==> config.mk <==
export PLATFORM = sky130hd
export DESIGN_NAME = shift_inverter_seq
export DESIGN_NICKNAME = d
export VERILOG_FILES = /design/src/rtl/shift_inverter_seq.sv
export SDC_FILE = /design/constraint.sdc
export NUM_CORES = 1
export LEC_CHECK = 0
export CAP_MARGIN = 30
export CORE_ASPECT_RATIO = 1.4
export CORE_MARGIN = 2
export CORE_UTILIZATION = 30
export DETAILED_ROUTE_END_ITERATION = 16
export PLACE_DENSITY = 0.6
export SYNTH_ARGS = -nofsm -noshare
export SYNTH_HDL_FRONTEND = slang
export SYNTH_SLANG_ARGS = --single-unit
==> constraint.sdc <==
create_clock -name clk -period 2.3 [get_ports clk]
set_input_delay 0.46 -clock clk [delete_from_list [all_inputs] [get_ports clk]]
set_output_delay 0.46 -clock clk [all_outputs]
set_load 0.01 [all_outputs]
==> src/rtl/shift_inverter_seq.sv <==
// Sequential inverse of the 10-bit barrel shift/rotate stage: undoes the forward
// operation one bit per clock and flags lossy or impossible inputs.
module shift_inverter_seq #(
    parameter int WIDTH = 10
) (
    input  logic             clk,
    input  logic             rst_n,
    input  logic             in_valid,
    output logic             in_ready,
    input  logic [WIDTH-1:0] in_data,
    input  logic [1:0]       in_s,
    input  logic             in_d,
    input  logic             in_r,
    output logic             out_valid,
    input  logic             out_ready,
    output logic [WIDTH-1:0] out_data,
    output logic             out_exact,
    output logic             out_bad
);

    typedef enum logic [1:0] {IDLE, SHIFT, DONE} state_t;

    state_t           state, state_nxt;
    logic [WIDTH-1:0] work, work_step;
    logic [1:0]       cnt;
    logic             dir;   // 1 = right, 0 = left
    logic             mode;  // 1 = zero fill, 0 = rotate
    logic [1:0]       n;
    logic [WIDTH-1:0] vac_mask;

    // Shift-amount code is the bitwise complement of the amount.
    assign n = ~in_s;

    // Positions the forward shift vacated: top n bits for right, bottom n for left.
    always_comb begin
        vac_mask = '0;
        for (int i = 0; i < WIDTH; i++) begin
            if (in_d) vac_mask[i] = (i >= WIDTH - int'(n));
            else      vac_mask[i] = (i < int'(n));
        end
    end

    always_comb begin
        work_step = work;
        if (dir) work_step = {(mode ? 1'b0 : work[0]), work[WIDTH-1:1]};
        else     work_step = {work[WIDTH-2:0], (mode ? 1'b0 : work[WIDTH-1])};
    end

    always_comb begin
        state_nxt = state;
        case (state)
            IDLE:    if (in_valid) state_nxt = (n != 2'd0) ? SHIFT : DONE;
            SHIFT:   if (cnt == 2'd1) state_nxt = DONE;
            DONE:    if (out_ready) state_nxt = IDLE;
            default: state_nxt = IDLE;
        endcase
    end

    always_ff @(posedge clk or negedge rst_n) begin
        if (!rst_n) begin
            state     <= IDLE;
            work      <= '0;
            cnt       <= '0;
            dir       <= 1'b0;
            mode      <= 1'b0;
            out_exact <= 1'b0;
            out_bad   <= 1'b0;
        end else begin
            state <= state_nxt;
            case (state)
                IDLE: if (in_valid) begin
                    work      <= in_data;
                    cnt       <= n;
                    dir       <= ~in_d;
                    mode      <= in_r;
                    out_exact <= ~(in_r & (n != 2'd0));
                    out_bad   <= in_r & (|(in_data & vac_mask));
                end
                SHIFT: begin
                    work <= work_step;
                    cnt  <= cnt - 2'd1;
                end
                default: ;
            endcase
        end
    end

    assign in_ready  = (state == IDLE) & rst_n;
    assign out_valid = (state == DONE);
    assign out_data  = work;

endmodule
==> reports/results.txt, run 1 <==
Register Area -> 450.4 µm²
area of the multi-input gates -> 614.3 µm²
gpl congestion -> 0.7854
Buffers on Ports -> 31
Placed Area -> 1473 µm²
TritonCTS buffer count -> 3
Setup Fix Bufs, Post-CTS -> 0
reg-to-reg endpoint -> out_data[9]
Num Clock Sinks -> 18
post-detail-place hpwl -> 2262 µm
EDFF count, synth -> 0
FF-to-FF path depth -> 3
run status -> completed
Final Cycle Share -> 92.24%
final setup vio count -> 0
P_leak -> 0.0006341 µW
Top FF cell, synth -> dfrtp_1
area grow syn2layout -> 35.04%
reg-to-reg startpoint -> state[0]
Largest delay share family, worst path -> buffers and inverters
Hold Path End -> mode
non-filler cells, final -> 204
minimum clock period -> 2.121 ns
Inserted Diodes -> 0
setup ws final -> 0.1786 ns
Critical Path RT -> 1.84 ns
Final Util -> 41.93%
WP buf/inv -> 1
largest family of logic cells by synthesized area -> compound AO/OA/AOI/OAI gates
Finished Cell Area -> 1514 µm²
setup total negative slack -> 0 ns
core area -> 3611 µm²
post-synthesis xor/xnor area fraction -> 0%
post-cts resize count -> 0
GRT Overall Usage -> 14.16%
drt drc -> 0
register bit total from synthesis -> 18
residual overflow from global routing -> 0
area share of the largest cell type after synthesis -> 40.18%
DR WL met2 -> 1500 µm
clk buf depth -> 2
drt wl/cell -> 14.52 µm
DP Worst Slack -> 0.04163 ns
CTS tree -> yes
Slowest Stage Delay on Critical Path -> 0.54 ns
most frequent cell after synthesis -> nand2_1
Final nets -> 188
crit start category -> register
die height -> 76.33 µm
Yosys warning count -> 0
synth cell count leaders -> nand2_1 (24), dfrtp_1 (18), a31oi_1 (13)
floorplan row count -> 26
cts hold-fix bufs -> 0
root buf cell -> clkbuf_8
fraction of layout cells with a size suffix above 1 -> 4.321%
adder-cell share of the synthesized area -> 6.696%
M1 wire length -> 1304 µm
synthesized area -> 1121 µm²
highest routed layer -> met4
H-tree levels -> 1
vias in the first global route -> 1,065
DRT antenna net count -> 0
post-synthesis compound-gate area fraction -> 25.89%
die area -> 4249 µm²
die width -> 55.67 µm
first-pass GRT wire length -> 4774 µm
worst hold-check path type -> reg2reg
Post-synth ARST share -> 100.0%
Initial Util -> 31.05%
Ports -> 32
worst vdd ir -> 0.5762 mV
met3 wire length -> 110 µm
fin. max-slew vios -> 0
RSZ-0062 raised after global routing -> false
Worst Tran Pin Value -> 0.6660 ns
vias -> 1,075
leading area contributor after synthesis -> dfrtp_1
crit path kind -> reg2out
Reg clk slew, reported paths -> 0.06 ns
Simple-Gate Fraction of Synth Area -> 22.21%
syn nets -> 156
fillers -> 367
initial antenna violation count -> 0
fmax -> 0.4714 GHz
CP arrival -> 1.66 ns
min-delay src -> mode
Slew HR -> 55.60%
post-placement cell count -> 201
DR pass1 iterations -> 4
CP Capture Type -> output pin
mux cell area share after synthesis -> 0%
Post-Synthesis Cells -> 132
register area share after synthesis -> 40.18%
critical path cell sequence -> nor2_1 -> and2_1 -> clkdlybuf4s50_1
hold path depth -> 1
Synth area leaders -> dfrtp_1 (40%), nand2_1 (8.0%), a31oi_1 (7.3%), ha_1 (6.7%), a211oi_1 (6.0%)
MaxCap Viol Count -> 0
final hold vios -> 0
flop2flop setup slack -> 0.72 ns
slowest CP cell -> clkdlybuf4s50_1
Worst-Skew Late Latency -> 0.25 ns
worst-path fanout max -> 12
Clock Skews -> 0.004579 ns
Netlist cell types -> 29
Total Wirelength -> 2963 µm
power per cell area -> 1225 nW/µm²
Starting DRT DRC Count -> 23
largest net degree at the start of global routing -> 22
Via density -> 5.270
syn avg cell area -> 8.493 µm²
[sequential cells by signal, indices dropped and copies added (netlist names)]
register	count
state	2
dir	1
cnt	2
out_bad	1
out_exact	1
out_data	10
mode	1
[worst max path at each step]
stage | startpoint | end | depth (start not counted)
global route | state[0] | in_ready | 3
global placement | in_s[0] | out_bad | 8
CTS | state[0] | in_ready | 3
detailed placement | in_s[0] | out_bad | 8
finish | state[0] | in_ready | 3
floorplan | in_s[1] | out_bad | 7
[where the power goes]
part           switching, µW  leakage (µW)  internal [µW]  total, µW
Combinational            431      0.000400            507        938
Clock                    100     0.0000216            116        216
Sequential               218      0.000213            483        701
Total                    748      0.000634           1110       1860
[cell families (layout without fill, tap and decap cells)]
logic type	after synthesis	count (layout)
simple gates	53	53
compound gates	42	42
buf+inv	13	43
fa+ha+maj	6	6
flops	18	18
[routing by layer]
metal / vias up / GRT usage (%)
li1: 536 / -
met1: 509 / 16.84
met2: 24 / 24.64
met3: 6 / 2.547
met4: 0 / 5.854
met5: - / 0
[cell usage in the layout (no fill, tap or decap)]
master           instances
inv_1                    6
clkbuf_8                 3
o2111ai_1                2
a22o_1                   1
nand2b_1                 2
clkdlybuf4s50_1         31
a31oi_1                 13
and2_1                   2
a211oi_1                 9
a21oi_1                  5
o221a_2                  1
and3_1                   1
a211o_1                  1
nand2_1                 24
o22ai_1                  2
buf_4                    3
a21o_1                   1
nand3_1                  1
ha_1                     6
nor3b_1                  1
nor2b_1                 10
a22oi_1                  1
o211a_1                  1
o21ai_0                  3
a221oi_1                 1
o22a_1                   1
dfrtp_1                 18
nand3b_1                 2
nor2_1                  10
[area by class of cell]
type,instances,area share [%]
sequential,18,29.75
tap,42,3.471
inverter,6,1.488
clock buffer,3,2.727
multi-input combinational,101,40.58
timing repair buffer,34,21.98
[per-stage QoR]
stage	power, µW	hold WS [ns]
after detailed placement	1649	0.5380
after global placement	1627	0.4960
after floorplan	1244	0.1644
final	1855	0.5334
after global routing	2002	0.5736
after CTS	1872	0.5525
Power figures use the tool's default switching activity.
==> run 2, diff against run 1 <==
--- a/config.mk
+++ b/config.mk
@@ -7,7 +7,6 @@
 export LEC_CHECK = 0
 export CAP_MARGIN = 30
 export CORE_ASPECT_RATIO = 1.4
-export CORE_MARGIN = 2
 export CORE_UTILIZATION = 30
 export DETAILED_ROUTE_END_ITERATION = 16
 export PLACE_DENSITY = 0.6
==> reports/results.txt, run 2 (synthesis results as in run 1) <==
worst vdd ir -> 0.5941 mV (+3.1%)
setup total negative slack -> 0 ns (unchanged)
GRT Overall Usage -> 16.46% (+2.3 points)
cts hold-fix bufs -> 0 (unchanged)
crit start category -> input pin
vias -> 1,094 (+1.8%)
Setup Fix Bufs, Post-CTS -> 0 (unchanged)
post-detail-place hpwl -> 2176 µm (-3.8%)
most common cell after layout, fill and taps aside -> clkdlybuf4s50_1
slowest CP cell -> clkdlybuf4s50_1
worst hold-check path type -> reg2reg
Final Util -> 43.75% (+1.8 points)
TritonCTS buffer count -> 3 (unchanged)
residual overflow from global routing -> 0 (unchanged)
fraction of layout cells with a size suffix above 1 -> 4.908% (+0.59 points)
core area -> 3472 µm² (-3.8%)
Final nets -> 189 (+0.53%)
Starting DRT DRC Count -> 39 (+70%)
die width -> 53.67 µm (-3.6%)
run status -> completed
area grow syn2layout -> 35.49%
largest net degree at the start of global routing -> 22 (unchanged)
die area -> 3989 µm² (-6.1%)
drt drc -> 0 (unchanged)
Largest register FFs -> 10 (unchanged)
crit path kind -> in2out
worst-path fanout max -> 2 (-10)
Inserted Diodes -> 0 (unchanged)
internal cell power -> 1118 µW (+1.0%)
fmax -> 0.4735 GHz (+0.44%)
Buffers on Ports -> 31 (unchanged)
minimum clock period -> 2.112 ns (-0.009280 ns)
final hold vios -> 0 (unchanged)
floorplan row count -> 25 (-3.8%)
fin. max-slew vios -> 0 (unchanged)
Worst-Skew Late Latency -> 0.25 ns (about the same)
Largest delay share family, worst path -> buffers and inverters
RSZ-0062 raised after global routing -> false
DRT antenna net count -> 0 (unchanged)
Slew HR -> 53.06% (-2.5 points)
gpl congestion -> 0.8182 (+4.2%)
sw frac -> 40.06% (-0.29 points)
root buf cell -> clkbuf_8
Reg clk slew, reported paths -> 0.06 ns (about the same)
Slowest Stage Delay on Critical Path -> 0.53 ns (about the same)
drt wl/cell -> 14.04 µm (-3.3%)
Num Clock Sinks -> 18 (unchanged)
Clock Skews -> 0.007186 ns (+0.002607 ns)
P_leak -> 0.0006392 µW (+0.80%)
Ports -> 32 (unchanged)
Final Cycle Share -> 91.83% (-0.40 points)
CTS tree -> yes
CP Capture Type -> output pin
Initial Util -> 32.29% (+1.2 points)
Via density -> 5.389 (+2.3%)
WP buf/inv -> 2 (+1)
first-pass GRT wire length -> 4899 µm (+2.6%)
commonest non-fill, non-tap cells in the layout -> clkdlybuf4s50_1 (31), nand2_1 (24), dfrtp_1 (18)
H-tree levels -> 1 (unchanged)
MaxCap Viol Count -> 0 (unchanged)
CP most frequent cell -> clkdlybuf4s50_1
final setup vio count -> 0 (unchanged)
CP arrival -> 1.65 ns (about the same)
power per cell area -> 1228 nW/µm² (+0.22%)
DR pass1 iterations -> 4 (unchanged)
Flop pwr share -> 36.4% (-1.4 points)
vias in the first global route -> 1,054 (-1.0%)
clk buf depth -> 2 (unchanged)
Finished Cell Area -> 1519 µm² (+0.33%)
initial antenna violation count -> 0 (unchanged)
die height -> 74.33 µm (-2.6%)
post-cts resize count -> 0 (unchanged)
Worst Tran Pin Value -> 0.7042 ns (+0.03817 ns)
combinational power share -> 51.9% (+1.3 points)
Clock Power Share -> 11.7% (about the same)
Total Wirelength -> 2850 µm (-3.8%)
Critical Path RT -> 1.84 ns (about the same)
Placed Area -> 1478 µm² (+0.34%)
fillers -> 353 (-3.8%)
critical path cell sequence -> clkdlybuf4s50_1 -> and2_1 -> clkdlybuf4s50_1
Psw -> 747.2 µW (-0.18%)
==> run 2: cell type report <==
type	instances	area (µm²)	share of cell area, %
tap	40	50.05	3.295
inverter	6	22.52	1.483
sequential	18	450.4	29.65
multi-input combinational	101	614.3	40.44
clock buffer	3	41.29	2.718
timing repair buffer	35	340.3	22.41
==> run 2: path summary, 6_finish.rpt <==
| kind | from | end | cells after the start | slack (ns) |
|---|---|---|---|---|
| max in group asynchronous | rst_n | cnt[1] | 2 | 1.44 |
| min in group asynchronous | rst_n | out_data[7] | 2 | 0.64 |
| min reg2reg | mode | mode | 1 | 0.52 |
| max | rst_n | in_ready | 3 | 0.19 |
| min | mode | mode | 1 | 0.52 |
| max reg2reg | state[1] | out_data[7] | 3 | 0.74 |
==> run 2: layer usage <==
metal | wire [µm] | track usage [%]
met1 | 1271 | 22.01
met2 | 1440 | 27.16
met3 | 116 | 1.840
met4 | 22 | 5.263
met5 | 0 | 0
==> run 2: metrics by stage <==
stage | cells | hold slack, ns | total power, µW | setup slack, ns
global placement | 200 | 0.4947 | 1628 | 0.1176
CTS | 203 | 0.5160 | 1881 | 0.1857
floorplan | 132 | 0.1644 | 1244 | 0.7393
global route | 203 | 0.5413 | 2034 | 0.1461
detailed placement | 200 | 0.4998 | 1660 | 0.03507
finish | 203 | 0.5192 | 1865 | 0.1879
==> run 2: power by group through the flow <==
stage	clock, µW	combinational [µW]	sequential (µW)
finish	218	967	680
global route	240	1090	706
CTS	225	980	677
detailed placement	0	976	685
global placement	0	954	674
floorplan	0	590	654
==> run 3, diff against run 2 <==
--- a/config.mk
+++ b/config.mk
@@ -9,6 +9,7 @@
 export CORE_ASPECT_RATIO = 1.4
 export CORE_UTILIZATION = 30
 export DETAILED_ROUTE_END_ITERATION = 16
+export HOLD_SLACK_MARGIN = 0.05
 export PLACE_DENSITY = 0.6
 export SYNTH_ARGS = -nofsm -noshare
 export SYNTH_HDL_FRONTEND = slang
==> constraint.sdc (replaced) <==
create_clock -name clk -period 2.3 [get_ports clk]
set_input_delay 0.46 -clock clk [delete_from_list [all_inputs] [get_ports clk]]
set_output_delay 0.46 -clock clk [all_outputs]
set_load 0.02 [all_outputs]
==> reports/results.txt, run 3 (synthesis results as in run 1) <==
post-detail-place hpwl -> 2141 µm (-1.6%)
Clock Skews -> 0.002926 ns (-0.004260 ns)
die width -> 53.67 µm (unchanged)
fraction of layout cells with a size suffix above 1 -> 4.908% (unchanged)
final hold vios -> 0 (unchanged)
MaxCap Viol Count -> 0 (unchanged)
Total Wirelength -> 2778 µm (-2.5%)
run status -> completed
Worst-Skew Late Latency -> 0.25 ns (about the same)
CP startpoint -> rst_n
largest net degree at the start of global routing -> 22 (unchanged)
Reg clk slew, reported paths -> 0.07 ns (about the same)
final setup vio count -> 0 (unchanged)
die area -> 3989 µm² (unchanged)
Critical Path RT -> 1.84 ns (about the same)
Worst Tran Pin Value -> 0.7049 ns (+0.0007356 ns)
Initial Util -> 32.29% (unchanged)
Starting DRT DRC Count -> 31 (-21%)
Setup Fix Bufs, Post-CTS -> 0 (unchanged)
cts hold-fix bufs -> 0 (unchanged)
RSZ-0062 raised after global routing -> false
GRT Overall Usage -> 16.15% (-0.31 points)
setup ws final -> 0.1105 ns (-0.07732 ns)
CP arrival -> 1.73 ns (+0.08 ns)
area grow syn2layout -> 36.05%
worst-path fanout max -> 2 (unchanged)
min-delay src -> mode
fillers -> 350 (-0.85%)
DR pass1 iterations -> 4 (unchanged)
drt drc -> 0 (unchanged)
Num Clock Sinks -> 18 (unchanged)
gpl congestion -> 0.7622 (-6.8%)
initial antenna violation count -> 0 (unchanged)
DRT antenna net count -> 0 (unchanged)
crit start category -> input pin
residual overflow from global routing -> 0 (unchanged)
worst vdd ir -> 0.6571 mV (+11%)
FF-to-FF path depth -> 3 (unchanged)
floorplan row count -> 25 (unchanged)
drt wl/cell -> 13.68 µm (-2.5%)
core area -> 3472 µm² (unchanged)
post-cts resize count -> 0 (unchanged)
Psw -> 838.4 µW (+12%)
CTS tree -> yes
DP Worst Slack -> 0.04469 ns (+0.009619 ns)
reg-to-reg startpoint -> state[0]
minimum clock period -> 2.189 ns (+0.07732 ns)
die height -> 74.33 µm (unchanged)
Final nets -> 188 (-0.53%)
crit path kind -> in2out
H-tree levels -> 1 (unchanged)
Ports -> 32 (unchanged)
root buf cell -> clkbuf_8
Inserted Diodes -> 0 (unchanged)
CP Capture Type -> output pin
Clock Power Share -> 13.0% (+1.3 points)
Largest register FFs -> 10 (unchanged)
TritonCTS buffer count -> 3 (unchanged)
clk buf depth -> 2 (unchanged)
Via density -> 5.365 (-0.46%)
most common cell after layout, fill and taps aside -> clkdlybuf4s50_1
vias -> 1,089 (-0.46%)
internal cell power -> 1143 µW (+2.2%)
sw frac -> 42.32% (+2.3 points)
first-pass GRT wire length -> 4795 µm (-2.1%)
hold path depth -> 1 (unchanged)
power per cell area -> 1299 nW/µm² (+5.8%)
worst hold-check path type -> reg2reg
fmax -> 0.4567 GHz (-3.5%)
Slew HR -> 53.01% (about the same)
Final Cycle Share -> 95.19% (+3.4 points)
P_leak -> 0.0006413 µW (+0.34%)
combinational power share -> 51.9% (about the same)
fin. max-slew vios -> 0 (unchanged)
Buffers on Ports -> 31 (unchanged)
vias in the first global route -> 1,028 (-2.5%)
Flop pwr share -> 35.1% (-1.3 points)
setup total negative slack -> 0 ns (unchanged)
commonest non-fill, non-tap cells in the layout -> clkdlybuf4s50_1 (31), nand2_1 (24), dfrtp_1 (18)
[run 3: cell count changes in the layout (fill, tap and decap cells not counted)]
cell,change
clkbuf_8,+1
buf_4,-1
[run 3: power groups by stage]
stage | clock [µW] | sequential, µW | combinational, µW
after global routing | 282 | 722 | 1140
after CTS | 265 | 693 | 1040
final | 258 | 695 | 1030
after floorplan | 0 | 736 | 601
after detailed placement | 0 | 699 | 1040
after global placement | 0 | 693 | 1020
[run 3: stage by stage]
| stage | cell area, µm² | std cells | util (%) | hold WS [ns] | total power [µW] |
|---|---|---|---|---|---|
| after floorplan | 1121 | 132 | - | 0.1644 | 1337 |
| after global placement | 1470 | 199 | 42.34 | 0.4947 | 1709 |
| after detailed placement | 1470 | 199 | 42.34 | 0.4959 | 1736 |
| after CTS | 1525 | 203 | 43.93 | 0.5119 | 1997 |
| after global routing | 1525 | 203 | 43.93 | 0.5263 | 2149 |
| final | 1525 | 203 | 43.93 | 0.5137 | 1981 |
[run 3: final cells by class]
class | instances | area (µm²) | share of cell area (%)
Timing Repair Buffer | 34 | 332.8 | 21.82
Multi-Input combinational cell | 101 | 614.3 | 40.28
Inverter | 6 | 22.52 | 1.477
Clock buffer | 4 | 55.05 | 3.610
Sequential cell | 18 | 450.4 | 29.53
Tap cell | 40 | 50.05 | 3.281
[run 3: worst paths after layout]
kind	to	slack (ns)
max reg2reg	out_data[6]	0.70
min reg2reg	mode	0.51
max in group asynchronous	cnt[1]	1.46
min	mode	0.51
min in group asynchronous	out_data[7]	0.64
max	in_ready	0.11
[run 3: metal layers]
layer	wire length, µm	part of all wire (%)	vias up	global-route usage (%)
li1	-	-	537	-
met1	1224	44	517	21.42
met2	1369	49	27	25.38
met3	92	3.3	8	2.249
met4	91	3.3	0	7.602
met5	0	0	-	0
[run 3: critical path: stages]
cell	delay, ns
clkdlybuf4s50_1	0.53
and2_1	0.14
clkdlybuf4s50_1	0.60
